[src/rtl/d_hazard_ctrl.sv]
// rtl/d_hazard_ctrl.sv - decode-stage hazard control for the 5-stage F/D/X/M/W core
//
// Purpose:
//   Tracks the destinations of the instructions in X, M and W in a small
//   shadow scoreboard. From it the block produces:
//     - operand bypass selects for D,
//     - load-use stalls,
//     - redirect flushes,
//     - a whole-pipe freeze while the data memory is busy.
//
// Ports:
//   clk, rst            core clock, synchronous active-high reset
//   d_valid             valid instruction in D
//   d_rs1, d_rs2        D source registers
//   d_rs1_used/_used    D actually reads rs1 / rs2
//   d_rd, d_rf_wr_en    D destination and write enable
//   d_is_load           D is a load
//   x_redirect          taken branch/jump resolved in X
//   dmem_busy           M-stage memory not ready, whole pipe holds
//   f_stall, d_stall    hold PC+F/D, hold D
//   fd_flush            bubble into F/D
//   dx_bubble           bubble into D/X
//   fwd_a_sel/fwd_b_sel 0 regfile, 1 X, 2 M, 3 W
//   stall_cnt           saturating count of load-use stall cycles
//   flush_cnt           saturating count of redirect flushes
module d_hazard_ctrl #(
  parameter int REG_AW = 5,
  parameter int CNT_W  = 32
) (
  input  logic              clk,
  input  logic              rst,
  input  logic              d_valid,
  input  logic [REG_AW-1:0] d_rs1,
  input  logic [REG_AW-1:0] d_rs2,
  input  logic              d_rs1_used,
  input  logic              d_rs2_used,
  input  logic [REG_AW-1:0] d_rd,
  input  logic              d_rf_wr_en,
  input  logic              d_is_load,
  input  logic              x_redirect,
  input  logic              dmem_busy,
  output logic              f_stall,
  output logic              d_stall,
  output logic              fd_flush,
  output logic              dx_bubble,
  output logic [1:0]        fwd_a_sel,
  output logic [1:0]        fwd_b_sel,
  output logic [CNT_W-1:0]  stall_cnt,
  output logic [CNT_W-1:0]  flush_cnt
);

  logic              r_x_vld, r_x_wr, r_x_ld;
  logic [REG_AW-1:0] r_x_rd;
  logic              r_m_vld, r_m_wr, r_m_ld;
  logic [REG_AW-1:0] r_m_rd;
  logic              r_w_vld, r_w_wr, r_w_ld;
  logic [REG_AW-1:0] r_w_rd;
  logic [CNT_W-1:0]  r_stall_cnt, r_flush_cnt;

  logic w_advance, w_load_use, w_stall_evt, w_flush_evt;
  logic w_f_stall, w_d_stall, w_fd_flush, w_dx_bubble;

  // x0 is hardwired zero, so a write to it never produces a hit.
  function automatic logic f_hit(input logic vld, input logic wr,
                                 input logic [REG_AW-1:0] rd,
                                 input logic [REG_AW-1:0] r);
    return vld & wr & (rd == r) & (r != '0);
  endfunction

  // Youngest producer wins: X over M over W.
  function automatic logic [1:0] f_sel(input logic used, input logic [REG_AW-1:0] r);
    if (!used)                               return 2'd0;
    else if (f_hit(r_x_vld, r_x_wr, r_x_rd, r)) return 2'd1;
    else if (f_hit(r_m_vld, r_m_wr, r_m_rd, r)) return 2'd2;
    else if (f_hit(r_w_vld, r_w_wr, r_w_rd, r)) return 2'd3;
    else                                     return 2'd0;
  endfunction

  assign w_advance = !dmem_busy;

  // Load data only exists from M onward, so a consumer right behind a load
  // must wait exactly one cycle and then picks it up through the M bypass.
  assign w_load_use = d_valid & !x_redirect & r_x_ld &
                      ((d_rs1_used & f_hit(r_x_vld, r_x_wr, r_x_rd, d_rs1)) |
                       (d_rs2_used & f_hit(r_x_vld, r_x_wr, r_x_rd, d_rs2)));

  always_comb begin
    w_f_stall   = 1'b0;
    w_d_stall   = 1'b0;
    w_fd_flush  = 1'b0;
    w_dx_bubble = 1'b0;
    if (!rst) begin
      if (!w_advance) begin
        // Memory stall freezes everything; a pending redirect stays in X
        // and is taken once the pipe moves again.
        w_f_stall = 1'b1;
        w_d_stall = 1'b1;
      end else if (x_redirect) begin
        w_fd_flush  = 1'b1;
        w_dx_bubble = 1'b1;
      end else if (w_load_use) begin
        w_f_stall   = 1'b1;
        w_d_stall   = 1'b1;
        w_dx_bubble = 1'b1;
      end
    end
  end

  assign w_flush_evt = w_advance & x_redirect;
  assign w_stall_evt = w_advance & !x_redirect & w_load_use;

  always_ff @(posedge clk) begin
    if (rst) begin
      r_x_vld <= 1'b0; r_x_wr <= 1'b0; r_x_ld <= 1'b0; r_x_rd <= '0;
      r_m_vld <= 1'b0; r_m_wr <= 1'b0; r_m_ld <= 1'b0; r_m_rd <= '0;
      r_w_vld <= 1'b0; r_w_wr <= 1'b0; r_w_ld <= 1'b0; r_w_rd <= '0;
      r_stall_cnt <= '0;
      r_flush_cnt <= '0;
    end else if (w_advance) begin
      r_w_vld <= r_m_vld; r_w_wr <= r_m_wr; r_w_ld <= r_m_ld; r_w_rd <= r_m_rd;
      r_m_vld <= r_x_vld; r_m_wr <= r_x_wr; r_m_ld <= r_x_ld; r_m_rd <= r_x_rd;
      r_x_vld <= d_valid & !w_dx_bubble;
      r_x_wr  <= d_rf_wr_en;
      r_x_ld  <= d_is_load;
      r_x_rd  <= d_rd;
      if (w_stall_evt && (r_stall_cnt != '1)) r_stall_cnt <= r_stall_cnt + 1'b1;
      if (w_flush_evt && (r_flush_cnt != '1)) r_flush_cnt <= r_flush_cnt + 1'b1;
    end
  end

  assign f_stall   = w_f_stall;
  assign d_stall   = w_d_stall;
  assign fd_flush  = w_fd_flush;
  assign dx_bubble = w_dx_bubble;
  assign fwd_a_sel = rst ? 2'd0 : f_sel(d_rs1_used, d_rs1);
  assign fwd_b_sel = rst ? 2'd0 : f_sel(d_rs2_used, d_rs2);
  assign stall_cnt = r_stall_cnt;
  assign flush_cnt = r_flush_cnt;

endmodule

[config.mk]
export PLATFORM = sky130hd
export DESIGN_NAME = d_hazard_ctrl
export DESIGN_NICKNAME = d
export VERILOG_FILES = /design/src/rtl/d_hazard_ctrl.sv
export SDC_FILE = /design/constraint.sdc
export NUM_CORES = 1
export LEC_CHECK = 0
export BUFFER_PORTS_ARGS = -buffer_cell sky130_fd_sc_hd__buf_2
export CORE_MARGIN = 3
export CORE_UTILIZATION = 55
export CTS_BUF_LIST = sky130_fd_sc_hd__clkbuf_16
export CTS_CLUSTER_SIZE = 40
export DETAILED_ROUTE_END_ITERATION = 10
export GPL_TIMING_DRIVEN = 1
export PLACE_DENSITY = 0.8
export SYNTH_ARGS = -nofsm -noshare
export SYNTH_HDL_FRONTEND = slang
export SYNTH_SLANG_ARGS = --single-unit
[constraint.sdc]
create_clock -name clk -period 2.7 [get_ports clk]
set_input_delay 0.405 -clock clk [delete_from_list [all_inputs] [get_ports clk]]
set_output_delay 0.405 -clock clk [all_outputs]
set_load 0.01 [all_outputs]
==> results.md, run 1 <==
- Status: finished, final reports clean
- Total CTS buffers: 9
- Share of flip-flops with an asynchronous set or reset: 0%
- Starting density of the core: 57.3%
- Syn Nets: about 550
- Register-to-Register Path Depth: 7
- Synth Warn #: 0
- Final Total Pwr: 0.00265 W
- WS Path Type: in -> out
- Cells after Synth: 527
- Post-Syn Area per Cell: about 8.5 um^2
- Worst Path Required: roughly 2.3 ns
- Worst VDD drop: just under 0.4 mV
- Seq/Total Area, Yosys: 38.3%
- RSZ-0062 raised after global routing: false
- Initial antenna violation count: 0
- # IOs: between 90 and 100
- Synth-to-Final Area Change: 18.5%
- Hold_ws: 0.306 ns
- Slew @ Worst Pin: between 1 and 1.5 ns
- DR vias/cell: 5.79
- Pin count of the biggest net entering global routing: 59
- Critical Path Sink Type: output port
- R2R setup slack: 0.34 ns
- Data arrival, critical path: 2.00 ns
- Routed wire length: 10.8 mm
- H-tree depth: 3
- CTS tree: yes
- DIE AREA: 9290 um^2
- Pwr dens: 498 nW/um^2
- CTS clk-pin slew, worst paths: 0.06 ns
- Layout cell share with drive strength beyond 1: 20.5%
- Avg WL per Cell: 15.0 um
- Clk_lat worst skew: 0.33 ns
- DRT Pass-1 Iters: 5
- DRT antenna net count: 0
- Hpwl dp: between 7 and 8 mm
- CTS Root Cell: clkbuf_16
- Post-CTS Hold Buffers: 0
- Final Slew Violations: 0
- Yosys reg bits: 86
- Maximum clock rate: 417 MHz
- CORE AREA: about 7800 um^2
- First DRT Iteration DRCs: around 150
- Setup bufs post-CTS: 0
- Clock Skew: slightly above 0.005 ns
- Distinct cells, synth: 52
- Sink Count: 86
- First-pass GRT wire length: 17.8 mm
- Leakage power: 2.10 nW
- Relative max-transition margin: 18.8%
- Final instance area: 5320 um^2
- Critical path peak fanout: 4
- Fin crit period: 2.40 ns
- GP Congestion: 0.942
- CP startpoint kind: input port
- Post-DP Area: between 5000 and 6000 um^2
- Overflow after GRT: 0
- PostCTS Resize Cnt: 0
- Max cap viols: 0
- Die width: approximately 96 um
- Worst min path class: in -> reg
- Vias in the first global route: about 3900
- Site Rows: 32
- Setup TNS: 0 ns
- DR vias: between 4000 and 5000
- Dominant synthesized flop cell: dfxtp_1
- Final Hold Viols: 0
- Post-Syn Area: roughly 4500 um^2
- Setup violations, final: 0
- Net count, final: ~640
- Hold depth: 3
- Clock Path Buffers: 2
- Post-synth EDFFs: 0
- Antenna diodes: 0
- GRT Resource Usage Total: around a quarter
- # DRC: 0
- Die Ht: 96.4 um
- IO buf count: 95
- Crit share post-route: 88.9%
==> logic make-up after synthesis <==
| kind of cell | synth area share [%] |
|---|---|
| AOI/OAI and AO/OA | 10.8 |
| adders and majority gates | 0.557 |
| muxes | 6.40 |
| buffers and inverters | 3.62 |
| and+or+nand+nor | 29.6 |
| xor gates and xnor gates | 10.7 |
| DFF | 38.3 |
==> sequential cells by signal, indices dropped and copies added, names as in the netlist <==
register and count:
flush_cnt 32, r_m_rd 5, r_m_vld 1, r_m_wr 1, r_w_rd 5, r_w_vld 1
r_w_wr 1, r_x_ld 1, r_x_rd 5, r_x_vld 1, r_x_wr 1, stall_cnt 32
==> synth_stat cells, types with 4 or more instances <==
master    instances  area share (%)
a21oi_1          31             3.5
and2_1            8             1.1
and3_1           11             1.5
and4_1            6             1.2
buf_2             4            0.45
buf_4             4            0.67
clkbuf_1         16             1.3
dfxtp_1          86              38
inv_1             8            0.67
mux2_1            6             1.5
mux2i_1          22             4.9
nand2_1          23             1.9
nand2b_1          4            0.56
nand3_1          24             2.7
nand4_1          30             4.2
nor2_1           71             5.9
nor2b_1           6            0.84
nor3_1            9             1.0
nor4_1            7            0.97
o21ai_0           5            0.56
o31ai_1          20             3.3
or3_1            10             1.4
or4_1            22             3.7
xnor2_1          29             5.7
xor2_1           26             5.1
==> stage by stage <==
step / std cells / setup slack (ns) / utilization (%)
CTS: 718 / 0.299 / 67.8
global placement: 702 / 0.290 / 64.1
finish: 718 / 0.300 / 67.8
detailed placement: 702 / 0.245 / 64.1
floorplan: 527 / 0.480 / -
global route: 718 / 0.0957 / 67.8
==> cell usage in the layout (no fill, tap or decap), types with 3 or more instances in the layout <==
cell type   count
dfxtp_1        86
nand3_1        24
and3_1         11
nor3_1          9
clkbuf_16       9
o21ai_0         5
nand2_1        23
xor2_1         26
xnor2_1        29
buf_2          95
a31oi_1         3
nand4_1        30
buf_4           4
nor2b_1         6
mux2i_1        22
nand2b_1        4
nor2_1         71
or4_1          22
o31ai_1        20
mux2_1          6
inv_1           8
nor4_1          7
o21ai_1         3
clkinvlp_4      3
and2_1          8
a21oi_1        31
or3_1          10
and4_1          6
==> per-layer routing <==
| metal | GRT usage (%) | vias up | part of all wire, % |
|---|---|---|---|
| met2 | 40.0 | 110 | 49 |
| li1 | - | 2077 | - |
| met4 | 6.89 | 0 | 1.0 |
| met3 | 5.58 | 10 | 5.4 |
| met5 | 0 | - | 0 |
| met1 | 30.1 | 1961 | 45 |
==> final cells by class <==
cell class,instances,area (um^2)
Multi-Input combinational cell,405,2610
Fill cell,697,2520
Sequential cell,86,1720
Timing Repair Buffer,101,546
Clock buffer,9,225
Tap cell,102,128
Clock inverter,7,65.1
Inverter,8,30.0
==> where the power goes <==
part / switching [W] / internal (W)
Combinational: 0.0000851 / 0.0000656
Clock: 0.000495 / 0.000708
Sequential: 0.0000165 / 0.00128
==> final timing paths <==
| kind | start | endpoint |
|---|---|---|
| worst min-delay path | d_rd[2] | r_x_rd[2] |
| worst max-delay path | d_rs2[0] | f_stall |
| worst max register to register | flush_cnt[0] | flush_cnt[7] |
| worst min register to register | stall_cnt[31] | stall_cnt[31] |
==> worst max-delay path: stages <==
cell and delay, ns:
buf_2 0.13, or4_1 0.58, o211ai_2 0.17, nor2_1 0.10
a22oi_1 0.18, nor2_1 0.10, o21a_1 0.19, buf_2 0.14
(Power assumes the default switching activity.)
==> run 2: changes to the inputs <==
--- a/config.mk
+++ b/config.mk
@@ -5,9 +5,10 @@
 export SDC_FILE = /design/constraint.sdc
 export NUM_CORES = 1
 export LEC_CHECK = 0
+export ABC_AREA = 1
 export BUFFER_PORTS_ARGS = -buffer_cell sky130_fd_sc_hd__buf_2
 export CORE_MARGIN = 3
-export CORE_UTILIZATION = 55
+export CORE_UTILIZATION = 56
 export CTS_BUF_LIST = sky130_fd_sc_hd__clkbuf_16
 export CTS_CLUSTER_SIZE = 40
 export DETAILED_ROUTE_END_ITERATION = 10
==> run 2 against run 1 <==
Against the previous run: clock power about the same; clock skew up 0.0042 ns; sequential cell count unchanged; via count up 32%; sequential power about the same; critical path type is now reg -> out; largest cell class unchanged; largest power group unchanged; highest routed layer unchanged.
==> results.md, run 2 <==
- Status: finished, final reports clean (unchanged)
- Net count, final: 916 (was 637)
- Pin count of the biggest net entering global routing: 35 (was 59)
- Distinct cells, synth: 42 (was 52)
- Starting density of the core: 58.8% (was 57.3%)
- Final Hold Viols: 0 (unchanged)
- Worst Path Required: 2.30 ns (about the same)
- Synth top area share: 32.8% (was 38.3%)
- DIE AREA: 10600 um^2 (was 9290 um^2)
- Routed wire length: 14.8 mm (was 10.8 mm)
- DRT Pass-1 Iters: 5 (unchanged)
- Total CTS buffers: 9 (unchanged)
- Clk_lat worst skew: 0.34 ns (was 0.33 ns)
- Syn Nets: 829 (was 553)
- WS Path Type: reg -> out (was in -> out)
- Hold depth: 3 (unchanged)
- Register-to-Register Path Depth: 11 (was 7)
- Post-DP Area: 5760 um^2 (was 5030 um^2)
- Synth Warn #: 0 (unchanged)
- Vias in the first global route: 5040 (was 3872)
- GP Congestion: 0.930 (was 0.942)
- Post-CTS Hold Buffers: 0 (unchanged)
- # IOs: 96 (unchanged)
- Initial antenna violation count: 0 (unchanged)
- Hpwl dp: 11.0 mm (was 7.78 mm)
- DR vias/cell: 5.46 (was 5.79)
- RR Startpoint: flush_cnt[21] (was flush_cnt[0])
- Dpl ws: 0.608 ns (was 0.245 ns)
- DR vias: 5480 (was 4158)
- Data arrival, critical path: 1.93 ns (was 2.00 ns)
- Synth top cells by count: nand2_1, nor2_1, dfxtp_1 (was dfxtp_1, nor2_1, a21oi_1)
- RSZ-0062 raised after global routing: false (unchanged)
- Site Rows: 34 (was 32)
- DRT antenna net count: 0 (unchanged)
- Die width: 103 um (was 96.4 um)
- H-tree depth: 3 (unchanged)
- Hold Path Sink: r_x_ld (was r_x_rd[2])
- Count leader, synth: nand2_1 (was dfxtp_1)
- CP startpoint kind: flip-flop (was input port)
- Post-Syn Area: 5260 um^2 (was 4490 um^2)
- Fillcell total: 836 (was 697)
- First-pass GRT wire length: 23.8 mm (was 17.8 mm)
- Slew @ Worst Pin: 0.546 ns (was 1.21 ns)
- CTS Root Cell: clkbuf_16 (unchanged)
- Top cell type by total area after synthesis: dfxtp_1 (unchanged)
- CTS clk-pin slew, worst paths: 0.07 ns (was 0.06 ns)
- Layout cell share with drive strength beyond 1: 19.1% (was 20.5%)
- Crit share post-route: 86.3% (was 88.9%)
- Avg WL per Cell: 14.7 um (was 15.0 um)
- Most frequent CP cell: nand2_1
- Worst stage delay on the critical path: 0.36 ns (was 0.58 ns)
- CORE AREA: 8930 um^2 (was 7850 um^2)
- Top cells by area, synth: dfxtp_1, nand2_1, nor2_1 (was dfxtp_1, nor2_1, xnor2_1)
- Yosys reg bits: 86 (unchanged)
- Worst-path cell chain: nand2_1, nand3b_1, nor2_1, nand3_2, nand2_4, nand2_1, a211oi_1, buf_2 (was buf_2, or4_1, o211ai_2, nor2_1, a22oi_1, nor2_1, o21a_1, buf_2)
- Overflow after GRT: 0 (unchanged)
- HP Start: d_is_load (was d_rd[2])
- Leakage power: 2.48 nW (was 2.10 nW)
- Reg area: 1720 um^2 (unchanged)
- Antenna diodes: 0 (unchanged)
- Sink Count: 86 (unchanged)
- Relative max-transition margin: 63.5% (was 18.8%)
- Final instance area: 6040 um^2 (was 5320 um^2)
- Post-synth EDFFs: 0 (unchanged)
- Most frequent cells in the layout: nand2_1, nor2_1, buf_2 (was buf_2, dfxtp_1, nor2_1)
- Clock Path Buffers: 2 (unchanged)
- Setup bufs post-CTS: 0 (unchanged)
- Maximum clock rate: 429 MHz (was 417 MHz)
- Clock Skew: 0.00924 ns (was 0.00505 ns)
- Setup ws final: 0.369 ns (was 0.300 ns)
- Worst VDD drop: 0.346 mV (was 0.387 mV)
- Post-Syn Area per Cell: 6.54 um^2 (was 8.53 um^2)
- Seq/Total Area, Yosys: 32.8% (was 38.3%)
- GRT Resource Usage Total: 28.4% (was 23.7%)
- Cells after Synth: 803 (was 527)
- IO buf count: 95 (unchanged)
- Die Ht: 103 um (was 96.4 um)
- Final Total Pwr: 0.00271 W (was 0.00265 W)
- Pwr dens: 448 nW/um^2 (was 498 nW/um^2)
- Commonest non-fill, non-tap cell in the layout: nand2_1 (was buf_2)
- First DRT Iteration DRCs: 374 (was 148)
- Max cap viols: 0 (unchanged)
- Critical path peak fanout: 6 (was 4)
- Fin crit period: 2.33 ns (was 2.40 ns)
- Share of flip-flops with an asynchronous set or reset: 0% (unchanged)
- Final Slew Violations: 0 (unchanged)
- Setup TNS: 0 ns (unchanged)
- Slowest CP cell: dfxtp_1 (was or4_1)
- Multi-input logic area: 3100 um^2 (was 2610 um^2)
- Setup violations, final: 0 (unchanged)
- R2R setup slack: 0.57 ns (was 0.34 ns)
- Synth-to-Final Area Change: 15.0% (was 18.5%)
- Dominant synthesized flop cell: dfxtp_1 (unchanged)
- # DRC: 0 (unchanged)
- R2r endpoint: flush_cnt[8] (was flush_cnt[7])
- PostCTS Resize Cnt: 0 (unchanged)
- Worst min path class: in -> reg (unchanged)
- CTS tree: yes (unchanged)
- Critical Path Sink Type: output port (unchanged)
==> run 2: changes by cell type in the layout (fill, tap and decap cells not counted), moves of 13 or more <==
| cell | before | now |
|---|---|---|
| or4_1 | 22 | 0 |
| nand4_1 | 30 | 17 |
| mux2i_1 | 22 | 0 |
| o31ai_1 | 20 | 0 |
| inv_1 | 8 | 64 |
| nor3_1 | 9 | 27 |
| a21oi_1 | 31 | 60 |
| nor2_1 | 71 | 116 |
| nand2_1 | 23 | 212 |
| o21ai_0 | 5 | 32 |
==> run 2: worst max path at each step <==
stage | startpoint | endpoint | slack, ns | cells past startpoint
detailed placement | flush_cnt[1] | flush_cnt[8] | 0.61 | 12
finish | r_x_vld | dx_bubble | 0.37 | 8
floorplan | d_rs1[2] | f_stall | 0.80 | 10
CTS | r_x_vld | dx_bubble | 0.37 | 8
global route | r_x_vld | dx_bubble | 0.22 | 8
global placement | d_rs2[0] | dx_bubble | 0.65 | 10
==> run 2: cell families (layout without fill, tap and decap cells) <==
kind of cell	Yosys count	in the layout	synth area share, %
and+or+nand+nor	453	453	38.5
AOI/OAI and AO/OA	111	111	11.7
buffers and inverters	101	193	8.29
DFF	86	86	32.8
xor gates and xnor gates	50	50	8.33
adders and majority gates	2	2	0.476
==> run 2: cell type report <==
cell class                 instances  area share, %
tap                              108           2.24
inverter                          77           4.83
clock buffer                       9           3.73
multi-input combinational        616           51.3
sequential                        86           28.5
timing repair buffer             100           8.49
clock inverter                     7          0.932
==> run 2: metrics by stage <==
stage	utilization, %	std cells	hold slack (ns)
3_5_place_dp	64.5	987	0.478
6_report	67.6	1003	0.307
3_3_place_gp	64.5	987	0.466
4_1_cts	67.6	1003	0.304
2_1_floorplan	-	803	0.447
5_1_grt	67.6	1003	0.332
==> run 2: critical path: cells and delay by family (launching register included) <==
kind,cells,cell delay [ns]
AO/OA/AOI/OAI,1,0.22
buffers and inverters,1,0.16
flip-flops,1,0.36
AND/OR/NAND/NOR,6,0.84
==> run 2: layer usage <==
layer	global-route usage [%]	up-vias	routed length, um
li1	-	2757	-
met1	39.0	2494	6670
met2	45.4	206	6720
met3	6.29	23	1140
met4	7.67	0	231
met5	0	-	0
==> run 2: where the power goes <==
| group | leakage, nW | switching (W) | internal [W] |
|---|---|---|---|
| Combinational | 1.65 | 0.000133 | 0.0000688 |
| Sequential | 0.698 | 0.0000237 | 0.00129 |
| Clock | 0.132 | 0.000556 | 0.000635 |
==> run 3: changes to the inputs <==
--- a/config.mk
+++ b/config.mk
@@ -7,13 +7,15 @@
 export LEC_CHECK = 0
 export ABC_AREA = 1
 export BUFFER_PORTS_ARGS = -buffer_cell sky130_fd_sc_hd__buf_2
+export CELL_PAD_IN_SITES_DETAIL_PLACEMENT = 0
+export CELL_PAD_IN_SITES_GLOBAL_PLACEMENT = 1
 export CORE_MARGIN = 3
-export CORE_UTILIZATION = 56
+export CORE_UTILIZATION = 39
 export CTS_BUF_LIST = sky130_fd_sc_hd__clkbuf_16
 export CTS_CLUSTER_SIZE = 40
 export DETAILED_ROUTE_END_ITERATION = 10
 export GPL_TIMING_DRIVEN = 1
-export PLACE_DENSITY = 0.8
+export PLACE_DENSITY_LB_ADDON = 0.1
 export SYNTH_ARGS = -nofsm -noshare
 export SYNTH_HDL_FRONTEND = slang
 export SYNTH_SLANG_ARGS = --single-unit
==> run 3 against run 2 <==
Against the previous run: setup slack worse by 0.018 ns; global-route usage down 7.1 points; count of clock-buffer cells in the layout did not move; routed wire length is 5.0% higher; sequential cell count unchanged; sequential share of layout area fell by 0.33 points; largest cell class unchanged.
==> results.md, run 3 (synthesis gave the netlist of run 2 again) <==
- Hpwl dp: 11.7 mm (was 11.0 mm)
- GRT Resource Usage Total: 21.3% (was 28.4%)
- R2R setup slack: 0.50 ns (was 0.57 ns)
- Slew @ Worst Pin: 0.564 ns (was 0.546 ns)
- IO buf count: 95 (unchanged)
- CP startpoint kind: flip-flop (unchanged)
- R2r endpoint: flush_cnt[8] (unchanged)
- Vias in the first global route: 5053 (was 5040)
- Final Total Pwr: 0.00274 W (was 0.00271 W)
- DIE AREA: 14900 um^2 (was 10600 um^2)
- Status: finished, final reports clean (unchanged)
- Worst VDD drop: 0.321 mV (was 0.346 mV)
- Setup violations, final: 0 (unchanged)
- Post-CTS Hold Buffers: 0 (unchanged)
- First DRT Iteration DRCs: 478 (was 374)
- Critical path peak fanout: 6 (unchanged)
- GP Congestion: 0.901 (was 0.930)
- PostCTS Resize Cnt: 0 (unchanged)
- DRT Pass-1 Iters: 5 (unchanged)
- Worst Path Required: 2.30 ns (about the same)
- DR vias: 5346 (was 5480)
- Most frequent cells in the layout: nand2_1, nor2_1, buf_2 (unchanged)
- Layout cell share with drive strength beyond 1: 18.8% (was 19.1%)
- Net count, final: 915 (was 916)
- Clk_lat worst skew: 0.35 ns (was 0.34 ns)
- Sink Count: 86 (unchanged)
- Fin crit period: 2.35 ns (was 2.33 ns)
- H-tree depth: 3 (unchanged)
- Overflow after GRT: 0 (unchanged)
- Maximum clock rate: 426 MHz (was 429 MHz)
- CTS Root Cell: clkbuf_16 (unchanged)
- Initial antenna violation count: 0 (unchanged)
- Reg area: 1720 um^2 (unchanged)
- Avg WL per Cell: 14.6 um (was 14.7 um)
- DRT antenna net count: 0 (unchanged)
- Routed wire length: 15.5 mm (was 14.8 mm)
- Fillcell total: 1384 (was 836)
- Final Slew Violations: 0 (unchanged)
- Max cap viols: 0 (unchanged)
- Hold Path Sink: r_x_ld (unchanged)
- First-pass GRT wire length: 25.2 mm (was 23.8 mm)
- Starting density of the core: 40.8% (was 58.8%)
- Site Rows: 41 (was 34)
- # IOs: 96 (unchanged)
- Leakage power: 2.48 nW (about the same)
- Clock Skew: 0.00427 ns (was 0.00924 ns)
- Synth-to-Final Area Change: 16.3% (was 15.0%)
- Data arrival, critical path: 1.94 ns (was 1.93 ns)
- Pin count of the biggest net entering global routing: 44 (was 35)
- Relative max-transition margin: 62.4% (was 63.5%)
- Crit share post-route: 87.0% (was 86.3%)
- Die width: 122 um (was 103 um)
- Critical Path Sink Type: output port (unchanged)
- Antenna diodes: 0 (unchanged)
- Pwr dens: 449 nW/um^2 (was 448 nW/um^2)
- CORE AREA: 12900 um^2 (was 8930 um^2)
- Setup bufs post-CTS: 0 (unchanged)
- DR vias/cell: 5.02 (was 5.46)
- Hold depth: 3 (unchanged)
- Commonest non-fill, non-tap cell in the layout: nand2_1 (unchanged)
- Final Hold Viols: 0 (unchanged)
- RR Startpoint: flush_cnt[21] (unchanged)
- WS Path Type: reg -> out (unchanged)
- Multi-input logic area: 3100 um^2 (unchanged)
- Register-to-Register Path Depth: 11 (unchanged)
- RSZ-0062 raised after global routing: false (unchanged)
- HP Start: d_is_load (unchanged)
- Worst min path class: in -> reg (unchanged)
- Critical path origin: r_x_vld (unchanged)
- CTS clk-pin slew, worst paths: 0.06 ns (was 0.07 ns)
- CTS tree: yes (unchanged)
- Total CTS buffers: 9 (unchanged)
- Clock Path Buffers: 2 (unchanged)
- # DRC: 0 (unchanged)
- Die Ht: 122 um (was 103 um)
- Setup TNS: 0 ns (unchanged)
-- run 3: changes by cell type in the layout (fill, tap and decap cells not counted) --
| cell | previous run | this run |
|---|---|---|
| buf_4 | 5 | 4 |
| bufinv_16 | 0 | 1 |
| clkinv_2 | 0 | 2 |
| clkinv_4 | 1 | 0 |
| clkinvlp_4 | 2 | 1 |
| inv_1 | 64 | 65 |
| inv_6 | 2 | 0 |
| inv_8 | 1 | 0 |
-- run 3: through the flow --
stage | hold WS, ns | utilization, % | cells | worst slack [ns] | area [um^2]
2_1_floorplan | 0.447 | - | 803 | 0.800 | 5260
3_3_place_gp | 0.468 | 45.3 | 1050 | 0.612 | 5830
3_5_place_dp | 0.477 | 45.3 | 1050 | 0.585 | 5830
4_1_cts | 0.307 | 47.5 | 1065 | 0.334 | 6110
5_1_grt | 0.332 | 47.5 | 1065 | 0.209 | 6110
6_report | 0.308 | 47.5 | 1065 | 0.351 | 6110
-- run 3: routing by layer --
layer / wire length (um) / vias up / track usage (%)
met5: 0 / - / 0
met1: 7680 / 2432 / 30.3
met4: 208 / 0 / 5.74
met2: 6690 / 149 / 32.4
li1: - / 2750 / -
met3: 912 / 15 / 5.06
-- run 3: area by class of cell --
class	count	area share [%]
Clock inverter	6	0.901
Timing Repair Buffer	99	8.27
Clock buffer	9	3.68
Sequential cell	86	28.2
Tap cell	172	3.52
Multi-Input combinational cell	616	50.7
Inverter	77	4.77
-- run 3: critical path: stages, from the launching register on --
cell	delay, ns
dfxtp_1	0.35
nand2_1	0.11
nand3b_1	0.18
nor2_1	0.19
nand3_2	0.12
nand2_4	0.14
nand2_1	0.13
a211oi_1	0.21
buf_2	0.16
-- run 3: how the worst max path moves through the flow --
stage,end,slack [ns],depth (start not counted)
global placement,flush_cnt[18],0.61,10
CTS,dx_bubble,0.33,8
finish,dx_bubble,0.35,8
floorplan,f_stall,0.80,10
global route,dx_bubble,0.21,8
detailed placement,flush_cnt[8],0.59,11
-- run 3: report_power, final --
group / switching, W / internal, W / total [W] / leakage [nW]
Combinational: 0.000131 / 0.0000678 / 0.000199 / 1.65
Sequential: 0.0000236 / 0.00129 / 0.00132 / 0.698
Clock: 0.000525 / 0.000702 / 0.00123 / 0.140
Total: 0.000680 / 0.00206 / 0.00274 / 2.48
